==> src/rtl/alu_seq_pkg.sv <==
// Shared types and constants for the ALU_32 command initiator/checker.
// Holds the FSM state encoding and default widths.
package alu_seq_pkg;

    localparam int DATA_W_DEF = 32;
    localparam int SEL_W_DEF  = 3;
    localparam int IDX_W      = 8;
    localparam int LAT_W      = 4;

    typedef enum logic [1:0] {
        IDLE   = 2'd0,
        WAIT   = 2'd1,
        REPORT = 2'd2
    } state_t;

endpackage

==> src/rtl/alu_seq_sat_counter.sv <==
// Saturating up-counter with synchronous clear.
// Clear dominates a coincident increment.
module alu_seq_sat_counter #(
    parameter int CNT_W = 16
) (
    input  logic             i_clk,
    input  logic             i_reset,
    input  logic             i_inc,
    input  logic             i_clear,
    output logic [CNT_W-1:0] o_count
);

    // count up, stick at all-ones, clear/reset win over increment
    always_ff @(posedge i_clk) begin
        if (i_reset || i_clear) begin
            o_count <= '0;
        end else if (i_inc && (o_count != '1)) begin
            o_count <= o_count + CNT_W'(1);
        end
    end

endmodule

==> src/rtl/alu_seq_driver.sv <==
// Drives one command at a time into ALU_32, samples the result after a
// fixed latency, compares it under a mask and returns a response.
module alu_seq_driver
    import alu_seq_pkg::*;
#(
    parameter int DATA_W      = DATA_W_DEF,
    parameter int SEL_W       = SEL_W_DEF,
    parameter int ALU_LATENCY = 1,
    parameter int CNT_W       = 16
) (
    input  logic              i_clk,
    input  logic              i_reset,
    input  logic              i_cmd_valid,
    output logic              o_cmd_ready,
    input  logic [DATA_W-1:0] i_cmd_A,
    input  logic [DATA_W-1:0] i_cmd_in0,
    input  logic [DATA_W-1:0] i_cmd_in1,
    input  logic [SEL_W-1:0]  i_cmd_select,
    input  logic [DATA_W-1:0] i_cmd_expected,
    input  logic [DATA_W-1:0] i_cmd_mask,
    output logic [DATA_W-1:0] o_alu_A,
    output logic [DATA_W-1:0] o_alu_in0,
    output logic [DATA_W-1:0] o_alu_in1,
    output logic [SEL_W-1:0]  o_alu_select,
    input  logic [DATA_W-1:0] i_alu_out,
    output logic              o_rsp_valid,
    input  logic              i_rsp_ready,
    output logic [DATA_W-1:0] o_rsp_result,
    output logic              o_rsp_pass,
    output logic [IDX_W-1:0]  o_rsp_index,
    input  logic              i_clear_counts,
    output logic [CNT_W-1:0]  o_pass_count,
    output logic [CNT_W-1:0]  o_fail_count,
    output logic              o_busy
);

    localparam logic [LAT_W-1:0] LAT_INIT = LAT_W'(ALU_LATENCY);

    state_t              state;
    state_t              state_nx;
    logic                accept;
    logic                sample;
    logic                pass_now;
    logic [LAT_W-1:0]    lat_cnt;
    logic [IDX_W-1:0]    idx_cnt;
    logic [DATA_W-1:0]   exp_q;
    logic [DATA_W-1:0]   mask_q;

    assign pass_now = (((i_alu_out ^ exp_q) & mask_q) == '0);
    assign o_busy   = (state != IDLE);

    // state register
    always_ff @(posedge i_clk) begin
        if (i_reset) begin
            state <= IDLE;
        end else begin
            state <= state_nx;
        end
    end

    // next state, handshake outputs and sample strobe
    always_comb begin
        state_nx    = state;
        o_cmd_ready = 1'b0;
        o_rsp_valid = 1'b0;
        accept      = 1'b0;
        sample      = 1'b0;
        unique case (state)
            IDLE: begin
                o_cmd_ready = ~i_reset;
                if (i_cmd_valid && !i_reset) begin
                    accept   = 1'b1;
                    state_nx = WAIT;
                end
            end
            WAIT: begin
                if (lat_cnt == '0) begin
                    sample   = 1'b1;
                    state_nx = REPORT;
                end
            end
            REPORT: begin
                o_rsp_valid = 1'b1;
                if (i_rsp_ready) begin
                    state_nx = IDLE;
                end
            end
            default: begin
                state_nx = IDLE;
            end
        endcase
    end

    // command capture, latency countdown and response capture
    always_ff @(posedge i_clk) begin
        if (i_reset) begin
            o_alu_A      <= '0;
            o_alu_in0    <= '0;
            o_alu_in1    <= '0;
            o_alu_select <= '0;
            exp_q        <= '0;
            mask_q       <= '0;
            lat_cnt      <= '0;
            idx_cnt      <= '0;
            o_rsp_index  <= '0;
            o_rsp_result <= '0;
            o_rsp_pass   <= 1'b0;
        end else begin
            if (accept) begin
                o_alu_A      <= i_cmd_A;
                o_alu_in0    <= i_cmd_in0;
                o_alu_in1    <= i_cmd_in1;
                o_alu_select <= i_cmd_select;
                exp_q        <= i_cmd_expected;
                mask_q       <= i_cmd_mask;
                lat_cnt      <= LAT_INIT;
                o_rsp_index  <= idx_cnt;
                idx_cnt      <= idx_cnt + IDX_W'(1);
            end else if (state == WAIT && lat_cnt != '0) begin
                lat_cnt <= lat_cnt - LAT_W'(1);
            end
            if (sample) begin
                o_rsp_result <= i_alu_out;
                o_rsp_pass   <= pass_now;
            end
        end
    end

    alu_seq_sat_counter #(
        .CNT_W (CNT_W)
    ) u_pass_cnt (
        .i_clk   (i_clk),
        .i_reset (i_reset),
        .i_inc   (sample & pass_now),
        .i_clear (i_clear_counts),
        .o_count (o_pass_count)
    );

    alu_seq_sat_counter #(
        .CNT_W (CNT_W)
    ) u_fail_cnt (
        .i_clk   (i_clk),
        .i_reset (i_reset),
        .i_inc   (sample & ~pass_now),
        .i_clear (i_clear_counts),
        .o_count (o_fail_count)
    );

endmodule

==> config.mk <==
export PLATFORM = sky130hd
export DESIGN_NAME = alu_seq_driver
export DESIGN_NICKNAME = d
export VERILOG_FILES = /design/src/rtl/alu_seq_pkg.sv /design/src/rtl/alu_seq_sat_counter.sv /design/src/rtl/alu_seq_driver.sv
export SDC_FILE = /design/constraint.sdc
export NUM_CORES = 1
export LEC_CHECK = 0
export ABC_CLOCK_PERIOD_IN_PS = 3300
export CAP_MARGIN = 30
export CORE_AREA = 5 5 218 114
export DETAILED_ROUTE_END_ITERATION = 7
export DIE_AREA = 0 0 223 119
export PLACE_DENSITY = 0.9
export REMOVE_ABC_BUFFERS = 1
export SLEW_MARGIN = 20
export SYNTH_ARGS = -nofsm -noshare
export SYNTH_HDL_FRONTEND = slang
export SYNTH_SLANG_ARGS = --single-unit
export TNS_END_PERCENT = 30
==> constraint.sdc <==
create_clock -name i_clk -period 3.3 [get_ports i_clk]
set_clock_uncertainty 0.15 [all_clocks]
set_input_delay 0.495 -clock i_clk [delete_from_list [all_inputs] [get_ports i_clk]]
set_output_delay 0.495 -clock i_clk [all_outputs]
set_load 0.01 [all_outputs]
# [Word level (Yosys, flattened, before mapping)]
# Index checks and enable logic that the tools add are counted.
[totals] mem_bits_ro=0 ramBits=0 out_inout_bits=175 word_cells=58 regBits=250 n_memories=0 in_bits=200 latch_bits=0
[op_classes] n_addsub=4 mul=0 n_lt_le_gt_ge=0 div=0 n_mux=12 eq_ne=7 bitwise_logic=6 n_shift=0 n_reduce_logical=14
[ops] operator="$add A16 B1 Y16 const B" count=2
[ops] operator="$and A32 B32 Y32" count=1
[ops] operator="$logic_not A32 Y1" count=1
[ops] operator="$ne A16 B16 Y1 const B" count=2
[ops] operator="$xor A32 B32 Y32" count=1
[ops] operator="$add A8 B1 Y8 const B" count=1
[ops] operator="$mux W1" count=8
[ops] operator="$mux W2" count=3
[ops] operator="$ne A2 B2 Y1 const B" count=3
[ops] operator="$pmux W2 S3" count=1
[ops] operator="$logic_and A1 B1 Y1" count=4
[ops] operator="$logic_not A4 Y1" count=1
[ops] operator="$reduce_bool A2 Y1" count=2
[ops] operator="$reduce_bool A4 Y1" count=1
[ops] operator="$sub A4 B1 Y4 const B" count=1
[ops] operator="$reduce_and A3 Y1" count=1
[ops] operator="$and A1 B1 Y1" count=2
[ops] operator="$eq A2 B1 Y1 const B" count=1
[ops] operator="$eq A2 B2 Y1 const B" count=1
[ops] operator="$logic_not A2 Y1" count=1
[ops] operator="$not A1 Y1" count=2
[ops] operator="$reduce_or A2 Y1" count=1
[ops] operator="$logic_not A1 Y1" count=1
[ops] operator="$logic_or A1 B1 Y1" count=1

# [Depth between registers and ports, before layout]
[depth] depth_word=6 depth_mapped=9 ltp_nobuf=8

# [By module]
# From an unflattened synthesis, not the netlist that was laid out.
[unflattened] cells_unflattened=1197 area_unflattened_um2=10109.7
[modules_own_cells] module="alu_seq_driver" seq_area_each_um2=4364.2 cells_per_inst=1007 instances=1 area_each_um2=8415.6
[modules_own_cells] module="alu_seq_sat_counter" seq_area_each_um2=320.3 cells_per_inst=95 instances=2 area_each_um2=847.1

# [Worst setup path before layout]
# OpenSTA, ideal clock, no wires.
[synth_path] path_kind="input-to-reg" startpoint="input port i_alu_out[3]" endpoint="register u_pass_cnt.o_count[11]" setup_time_ns=0.132 cell_stages=8 required_ns=3.018 arrival_time_ns=2.197 path_slack_ns=0.821 path_cell_list="xor2_1 a22oi_1 nand4_1 or4_4 buf_6 buf_2 o41ai_1 a21oi_1"
[synth_via] elab_chain_len=5
[synth_rtl] element="from (decl)" line_no="alu_seq_driver.sv:25" source="input logic [DATA_W-1:0] i_alu_out,"
[synth_rtl] element="$xor A32 B32 Y32" line_no="alu_seq_driver.sv:49" source="assign pass_now = (((i_alu_out ^ exp_q) & mask_q) == '0);"
[synth_rtl] element="$and A32 B32 Y32" line_no="alu_seq_driver.sv:49"
[synth_rtl] element="$logic_not A32 Y1" line_no="alu_seq_driver.sv:49"
[synth_rtl] element="$and A1 B1 Y1" line_no="alu_seq_driver.sv:134" source=".i_inc (sample & pass_now),"
[synth_rtl] element="$logic_and A1 B1 Y1" line_no="alu_seq_sat_counter.sv:17" source="end else if (i_inc && (o_count != '1)) begin"
[synth_rtl] element="to (signal assigned)" line_no="alu_seq_sat_counter.sv:18" source="o_count <= o_count + CNT_W'(1);"
[synth_rtl] element="to (decl)" line_no="alu_seq_sat_counter.sv:10" source="output logic [CNT_W-1:0] o_count"
# Every way passes these cells.
# A chain may end at the register's enable or synchronous reset.

# [Worst setup path after layout]
[layout_path] startpoint="input port i_alu_out[10]" endpoint="register u_pass_cnt.o_count[14]"
# The elaborated chain is that of the path after synthesis.

==> metrics.txt <==
status=completed; total die area=26500 um2; final core occ=65.5%; Post-CTS Setup Bufs=0; ANT nets after route=0; fmax=0.361 GHz; Worst Hold Depth=2; post-cts resize count=0; gr ovfl total=0; RD Place Congestion=0.875; leakage power=5.97 nW; later-pin clock latency in the skew report=0.51 ns; Synth Area in Adders=0.498%; FF+latch area=5000 um2; Worst EP arrival=3.05 ns; area leader, netlist=dfxtp_1; hold_buf cts=0; clk slew on worst S/H paths=0.07 ns; area of the multi-input gates=4720 um2; chip height=119 um; Crit. End Element=flop; drc violations=0; CTS Buf Count=23; Synth Area in Simple Gates=35.7%; register bit total from synthesis=250; initial antenna violation count=2; vias in the first global route=9206; DRT met1 WL=13100 um; Max Slew Vio Count=0; mux share of post-synthesis cell area=0.0997%; WP data required=3.59 ns; most frequent cell after synthesis=nand2_1; highest metal used=met4; Reg2Reg Capture Point=u_pass_cnt.o_count[14]; register area share after synthesis=49.8%; Post-Route WL=31900 um; critical path launch point type=primary input; Core ar.=22500 um2; CP Class=in2reg; hold path startpoint=idx_cnt[7]; Post-synth EDFFs=0; Max VDD drop=0.395 mV; Post-Synth XOR/XNOR Area=3.66%; 1st-iter DRT viols=757; FFs w/ async S/R, synth=0%; via count=9701; initial core utilization=44.6%; clk sink count=250; final setup violation count=0; Synth Flop Type=dfxtp_1; Yosys Warn Count=0; Buf+Inv Stages, Crit Path=1; P&R area growth vs syn=46.9%; Synth top area share=49.8%; # fillers=1819; IO buf count=374; actual slew at the worst max-slew pin=1.03 ns; Syn Area/Cell=8.26 um2; cell area power density=485 nW/um2; clock root cell=clkbuf_16; Max-Cap Viols=0; final std cells w/o fill=1867; r2r worst-path depth=8; drt first pass iters=5; met3 WL post-DR=1570 um; r2r startpoint=lat_cnt[0]; clk buf depth=3; Worst path top cell family by delay=simple AND/OR/NAND/NOR gates; min Tclk post-route=2.77 ns; main combinational cell family by area after synthesis=simple AND/OR/NAND/NOR gates; total power=0.00716 W; first-pass GRT wire length=49300 um; post-synthesis cell type count=43; fin crit share=83.8%; synthesized cell area=10000 um2; CP max stage cell=or4_4; r2r setup slk=0.61 ns; Post-DP HPWL=22600 um; compound-gate portion of the synthesized area=6.90%; drt wl/cell=17.1 um; Hold Crit Endpoint=o_rsp_index[7]; Horiz. Die Dim=223 um; worst rel slew slack=31.3%; Site Rows=39; routed wl met2=15900 um; largest net degree at the start of global routing=220; layout cells sized above 1=3.66%; Syn Inst Count=1216; dpl cells=1829; H-tree level count=1; vias per cell=5.20; Synth top cells by count=nand2_1 (425), dfxtp_1 (250), nand3b_1 (172); Place WS=0.0112 ns; CTS tree=yes; nets=1751; io pins=375; Hold WC Path Type=reg2reg; crit path max fanout=25; CP peak stage delay=0.72 ns; Total GRT Usage=22.3%; top area cells in the synthesized netlist=dfxtp_1 (50%), nand2_1 (16%), nand3b_1 (13%); RSZ-0062 raised after global routing=no; crit path cell chain=clkdlybuf4s50_1 > xor2_1 > a22oi_1 > nand4_1 > or4_4 > or4_1 > a21oi_1; Fin. Hold Viols=0; setup TNS=0 ns; PnR worst setup slack=0.533 ns
[flip-flops by register name, indices dropped and copies added, names as in the netlist]
name                flops
exp_q                  32
mask_q                 32
o_alu_A                32
o_alu_in0              32
o_alu_in1              32
o_rsp_result           32
u_fail_cnt.o_count     16
u_pass_cnt.o_count     16
idx_cnt                 8
o_rsp_index             8
lat_cnt                 4
o_alu_select            3
state                   2
o_rsp_pass              1
[layout by cell type (no fill, tap or decap), types with 4 or more instances in the layout]
cell type,Yosys,routed
inv_1,5,5
or3_1,7,7
a21oi_1,64,64
ha_1,4,4
nand3_1,23,23
nand2_1,425,423
bufinv_16,0,4
buf_4,0,12
o31ai_1,16,16
or4_1,19,19
o21ai_0,10,10
dfxtp_1,250,250
clkdlybuf4s50_1,0,373
xor2_1,39,39
nand3b_1,172,172
nor3_1,6,6
and3_1,8,8
clkbuf_1,78,4
nand4_1,16,16
clkbuf_16,0,23
a22oi_1,16,16
nor2_1,21,21
[worst register-to-register path, stage by stage (launching register included)]
cell     delay (ns)
dfxtp_1        0.33
inv_1          0.07
ha_1           0.17
nor3b_1        0.35
nand2_2        0.41
nor2_1         0.39
nand4_1        0.15
or4_1          0.42
a21oi_1        0.18
[final cells by class]
| cell class | instances | share of cell area [%] |
|---|---|---|
| clock inverters | 9 | 1.03 |
| diodes | 2 | 0.0339 |
| multi-input cells | 879 | 32.0 |
| clock buffers | 27 | 4.00 |
| inverters | 5 | 0.127 |
| well taps | 307 | 2.60 |
| flip-flops and latches | 250 | 33.9 |
| repair buffers | 388 | 26.3 |
[cell families after synthesis]
family                   count (synthesis)
XOR/XNOR                                42
AO/OA/AOI/OAI                          116
multiplexers                             1
buffers and inverters                   87
AND/OR/NAND/NOR                        716
flip-flops                             250
adder cells (fa/ha/maj)                  4
[how the worst max path moves through the flow]
stage / cells after the start / to / from
after floorplan: 5 / idx_cnt[4] / i_reset
after global placement: 7 / u_pass_cnt.o_count[14] / i_alu_out[10]
after detailed placement: 7 / u_pass_cnt.o_count[14] / i_alu_out[10]
after CTS: 7 / u_pass_cnt.o_count[14] / i_alu_out[10]
after global routing: 8 / u_pass_cnt.o_count[14] / lat_cnt[0]
final: 7 / u_pass_cnt.o_count[14] / i_alu_out[10]
[layer usage]
layer	GRT usage, %	vias up
met5	0	-
met4	8.34	0
met3	3.91	75
met2	39.5	277
met1	27.4	4597
li1	-	4752
[through the flow]
stage	instance area, um2	hold WS [ns]
3_5_place_dp	14000	0.298
5_1_grt	14800	0.314
3_3_place_gp	14000	0.291
4_1_cts	14800	0.295
6_report	14800	0.296
2_1_floorplan	9730	0.280
[report_power, final]
part | internal (W) | switching, W
clock network | 0.00159 | 0.00115
registers | 0.00321 | 0.000113
logic | 0.000596 | 0.000509
(Power assumes the default switching activity.)
